[src/rtl/mem_port_arbiter_pkg.sv]
// Shared types for the memory-port arbiter: FSM state encoding.
// The optional starvation guard is enabled with the ARB_STARVE_GUARD_EN macro (see mem_port_arbiter.sv).
package mem_port_arbiter_pkg;

  typedef enum logic [1:0] {
    ARB_IDLE = 2'b00,
    ARB_OWN0 = 2'b01,
    ARB_OWN1 = 2'b10
  } arb_state_t;

endpackage

[src/rtl/mem_port_arbiter_mux_2x1.sv]
// Plain N-bit 2:1 mux used to steer requester signals onto the memory port.
module mux_2x1 #(
  parameter int N = 16
) (
  input  logic         i_sel,
  input  logic [N-1:0] i_a,
  input  logic [N-1:0] i_b,
  output logic [N-1:0] o_y
);

  assign o_y = i_sel ? i_b : i_a;

endmodule

[src/rtl/mem_port_arbiter.sv]
// Arbitrates the unified memory port between fetch (req0) and data (req1); req1 has fixed priority.
// Define ARB_STARVE_GUARD_EN to force a req0 grant after STARVE_MAX consecutive req1 grants.
//
// state    | meaning
// ARB_IDLE | port free, arbitrate every cycle
// ARB_OWN0 | fetch owns the port until i_mem_ack
// ARB_OWN1 | data stage owns the port until i_mem_ack
module mem_port_arbiter
  import mem_port_arbiter_pkg::*;
#(
  parameter int ADDR_W     = 16,
  parameter int DATA_W     = 16,
  parameter int STARVE_MAX = 4
) (
  input  logic              i_clk,
  input  logic              i_reset,
  input  logic              i_req0,
  input  logic [ADDR_W-1:0] i_addr0,
  input  logic              i_req1,
  input  logic              i_we1,
  input  logic [ADDR_W-1:0] i_addr1,
  input  logic [DATA_W-1:0] i_wdata1,
  output logic              o_gnt0,
  output logic              o_gnt1,
  output logic              o_mem_req,
  output logic              o_mem_we,
  output logic [ADDR_W-1:0] o_mem_addr,
  output logic [DATA_W-1:0] o_mem_wdata,
  input  logic              i_mem_ack,
  output logic              o_done0,
  output logic              o_done1,
  output logic              o_busy
);

  arb_state_t r_state;
  arb_state_t w_next;
  logic       r_gnt0;
  logic       r_gnt1;
  logic       r_done0;
  logic       r_done1;
  logic       w_arb;
  logic       w_force0;
  logic       w_busy;

  logic [ADDR_W-1:0] w_addr;
  logic [DATA_W-1:0] w_wdata;

`ifdef ARB_STARVE_GUARD_EN
  localparam int CNT_W = (STARVE_MAX < 1) ? 1 : $clog2(STARVE_MAX + 1);
  logic [CNT_W-1:0] r_starve;

  assign w_force0 = i_req0 && (r_starve >= CNT_W'(STARVE_MAX));

  always_ff @(posedge i_clk or posedge i_reset) begin
    if (i_reset) begin
      r_starve <= '0;
    end else if (!i_req0) begin
      r_starve <= '0;
    end else if (w_arb && (w_next == ARB_OWN0)) begin
      r_starve <= '0;
    end else if (w_arb && (w_next == ARB_OWN1) && (r_starve < CNT_W'(STARVE_MAX))) begin
      r_starve <= r_starve + 1'b1;
    end
  end
`else
  assign w_force0 = 1'b0;
`endif

  // Owners release the port only on the ack cycle, which is also when the next owner is chosen.
  assign w_arb = (r_state == ARB_IDLE) || i_mem_ack;

  always_comb begin
    w_next = r_state;
    if (w_arb) begin
      if (w_force0)    w_next = ARB_OWN0;
      else if (i_req1) w_next = ARB_OWN1;
      else if (i_req0) w_next = ARB_OWN0;
      else             w_next = ARB_IDLE;
    end
  end

  always_ff @(posedge i_clk or posedge i_reset) begin
    if (i_reset) begin
      r_state <= ARB_IDLE;
      r_gnt0  <= 1'b0;
      r_gnt1  <= 1'b0;
      r_done0 <= 1'b0;
      r_done1 <= 1'b0;
    end else begin
      r_state <= w_next;
      r_gnt0  <= (w_next == ARB_OWN0);
      r_gnt1  <= (w_next == ARB_OWN1);
      r_done0 <= (r_state == ARB_OWN0) && i_mem_ack;
      r_done1 <= (r_state == ARB_OWN1) && i_mem_ack;
    end
  end

  mux_2x1 #(.N(ADDR_W)) u_addr_mux (
    .i_sel (r_gnt1),
    .i_a   (i_addr0),
    .i_b   (i_addr1),
    .o_y   (w_addr)
  );

  mux_2x1 #(.N(DATA_W)) u_wdata_mux (
    .i_sel (r_gnt1),
    .i_a   ({DATA_W{1'b0}}),
    .i_b   (i_wdata1),
    .o_y   (w_wdata)
  );

  assign w_busy      = r_gnt0 | r_gnt1;
  assign o_gnt0      = r_gnt0;
  assign o_gnt1      = r_gnt1;
  assign o_busy      = w_busy;
  assign o_mem_req   = w_busy;
  assign o_mem_we    = r_gnt1 & i_we1;
  // Address is parked at zero while the port is idle so a reset leaves every output low.
  assign o_mem_addr  = w_addr & {ADDR_W{w_busy}};
  assign o_mem_wdata = w_wdata;
  assign o_done0     = r_done0;
  assign o_done1     = r_done1;

endmodule

[config.mk]
export PLATFORM = sky130hd
export DESIGN_NAME = mem_port_arbiter
export DESIGN_NICKNAME = d
export VERILOG_FILES = /design/src/rtl/mem_port_arbiter_pkg.sv /design/src/rtl/mem_port_arbiter_mux_2x1.sv /design/src/rtl/mem_port_arbiter.sv
export SDC_FILE = /design/constraint.sdc
export NUM_CORES = 1
export LEC_CHECK = 0
export ABC_CLOCK_PERIOD_IN_PS = 1400
export CORE_MARGIN = 3
export CORE_UTILIZATION = 21
export DETAILED_ROUTE_END_ITERATION = 7
export PLACE_DENSITY = 0.8
export SYNTH_ARGS = -nofsm -noshare
export SYNTH_HDL_FRONTEND = slang
export SYNTH_SLANG_ARGS = --single-unit
[constraint.sdc]
create_clock -name i_clk -period 1.4 [get_ports i_clk]
set_input_delay 0.28 -clock i_clk [delete_from_list [all_inputs] [get_ports i_clk]]
set_output_delay 0.28 -clock i_clk [all_outputs]
set_load 0.1 [all_outputs]
==> results.txt <==
Status -> finished with violations
Failing checks -> setup timing
Setup TNS -> -9.939 ns
Largest net degree at the start of global routing -> 19
# IOs -> 93
Total Nets Final -> 213
Clock transition time at the flip-flop clock pins of the worst setup and hold paths -> 0.05 ns
Root buffer cell -> clkbuf_4
Leak -> 0.9421 nW
Layout cells sized above 1 -> 54.43%
Sequential area share after synthesis -> 27.52%
Dpl cells -> 177
Post-synth ARST share -> 100.0%
Final worst slack -> -0.3092 ns
Critical path arrival -> 1.43 ns
Crit path kind -> register to primary output
Final non-filler cell area -> 2155 µm²
Fmax -> 0.5851 GHz
Global route overflow -> 0
Total power -> 2.199 mW
Clk_lat worst skew -> 0.26 ns
DRC -> 0
Slew headroom -> 83.11%
Pwr dens -> 1021 nW/µm²
Mapped cell area -> 545.5 µm²
CTS H-tree depth -> 1
Mapped Nets -> 116
Routability Congestion -> 0.7653
Final worst hold slack -> 0.2875 ns
Cts bufs inserted -> 3
Antenna Diode Count -> 0
Detail Route Antenna Nets -> 0
CTS tree -> built
Synth top area share -> 27.52%
Port bufs -> 92
Startpoint Class -> register
Fin. Hold Viols -> 0
Full die area -> 3245 µm²
Max Slew Vio Count -> 0
Slew @ Worst Pin -> 0.2531 ns
R2R cell count -> 2
Hold crit path type -> primary input to async pin
Peak supply drop -> 931.7 µV
Area leader, netlist -> dfrtp_1
Dpl cell area -> 2046 µm²
Worst Setup End Kind -> primary output
Clk sinks -> 6
Core area -> 2340 µm²
Via count -> 900
WP data required -> 1.12 ns
Final period util -> 122.1%
Area contributors post-synth -> dfrtp_1 (28%), a22o_1 (26%), and2_1 (19%)
Row cnt -> 17
Synth top cells by count -> and2_1 (17), a22o_1 (16), dfrtp_1 (6), buf_6 (3), nand2b_1 (3)
Vias per cell -> 4.839
Final WL -> 4.178 mm
Post-Layout Cell Count -> 186
DR WL/cell -> 22.46 µm
RR Endpoint -> r_state[0]
Die Wd -> 56.97 µm
# setup viols final -> 36
Vias in the first global route -> 1053
Number of synthesized flops with an enable pin -> 0
Synth unique cells -> 17
Synth Flop Type -> dfrtp_1
Syn-to-layout area delta -> 295.0%
RSZ-0062 raised after global routing -> true
Maximum root-to-sink buffer count -> 2
Worst R2R Start -> r_state[1]
Detail Placement HPWL -> 2.964 mm
Reg2Reg Setup Slack -> 0.48 ns
Syn. warnings -> 0
Syn Inst Count -> 62
Iter 0 DRT Violations -> 20
Initial Utilization -> 23.32%
Mean post-synth cell area -> 8.799 µm²
Min cycle time layout -> 1.709 ns
CP Max Fanout -> 3
GRT Overall Usage -> 26.34%
Antenna violations before repair -> 0
Count leader, synth -> and2_1
Hold buffers post-CTS -> 0
First-pass GRT wire length -> 6.265 mm
First-pass DRT Iterations -> 4
Filler cell count -> 82
#FFs+latches synth -> 6
Max-cap viol count -> 0
Clock Skews -> 0.002129 ns
Die Height -> 56.97 µm
-- worst max-delay path, stage by stage, from the launching register on --
cell     delay [ns]
dfrtp_4        0.47
nor2b_4        0.15
buf_4          0.15
a22o_4         0.23
buf_12         0.16
-- metrics by stage --
stage               worst slack [ns]  util (%)
floorplan                    -0.3513         -
global placement             -0.1764     87.43
detailed placement           -0.2247     87.43
CTS                          -0.2768     91.98
global route                 -0.3294     92.09
finish                       -0.3092     92.09
-- layer usage --
metal / vias to the layer above / track usage, % / wire (µm)
met5: - / 0 / 0
met4: 0 / 12.91 / 128
met3: 12 / 7.466 / 313
met2: 68 / 47.31 / 2200
met1: 412 / 27.98 / 1535
li1: 408 / - / -
-- cells in the final DEF, fill, tap and decap left out, types with 2 or more instances in the layout --
cell type / Yosys / layout
clkdlybuf4s50_1: 0 / 53
buf_12: 0 / 41
and2_4: 0 / 17
a22o_4: 0 / 16
dfrtp_1: 6 / 4
buf_4: 1 / 4
nand2b_1: 3 / 3
clkbuf_4: 0 / 3
nor2b_1: 2 / 2
o21ai_0: 2 / 2
inv_1: 2 / 2
a21oi_1: 2 / 2
dfrtp_4: 0 / 2
-- sequential cells by signal (all words and copies together), names as in the netlist --
name / count
r_state: 2
o_done0: 1
o_done1: 1
o_gnt0: 1
o_gnt1: 1
-- final cells by class --
class	count	area (µm²)	area share, %
Inverter	2	7.507	0.3484
Clock buffer	4	26.28	1.220
Tap cell	28	35.03	1.626
Sequential cell	6	157.7	7.317
Timing Repair Buffer	99	1409	65.39
Multi-Input combinational cell	47	519.2	24.10
-- timing repair --
item,CTS,global route
setup buffers,3,1
setup endpoints to repair,36,36
resized for setup,3,1
gates cloned,1,0
-- kinds of logic after synthesis --
family | share of synthesized area (%)
AO/OA/AOI/OAI | 29.36
AND/OR/NAND/NOR | 31.88
buffers and inverters | 11.24
flip-flops | 27.52
-- worst max path at each step --
stage	startpoint	end	slack [ns]	cells after the start
3_3_place_gp	o_gnt1	o_mem_addr[13]	-0.18	3
3_5_place_dp	o_gnt1	o_mem_addr[7]	-0.22	3
4_1_cts	o_gnt0	o_mem_addr[1]	-0.28	4
5_1_grt	o_gnt0	o_mem_addr[7]	-0.33	4
6_report	o_gnt0	o_mem_addr[7]	-0.31	4
2_1_floorplan	o_gnt1	o_mem_addr[10]	-0.35	5
-- where the power goes --
part           leakage (nW)  switching [mW]  internal, mW
registers            0.0726          0.0191         0.193
clock network        0.0150          0.0772         0.109
logic                 0.855            1.06         0.746
No activity file was read; power rests on OpenSTA's default activity.
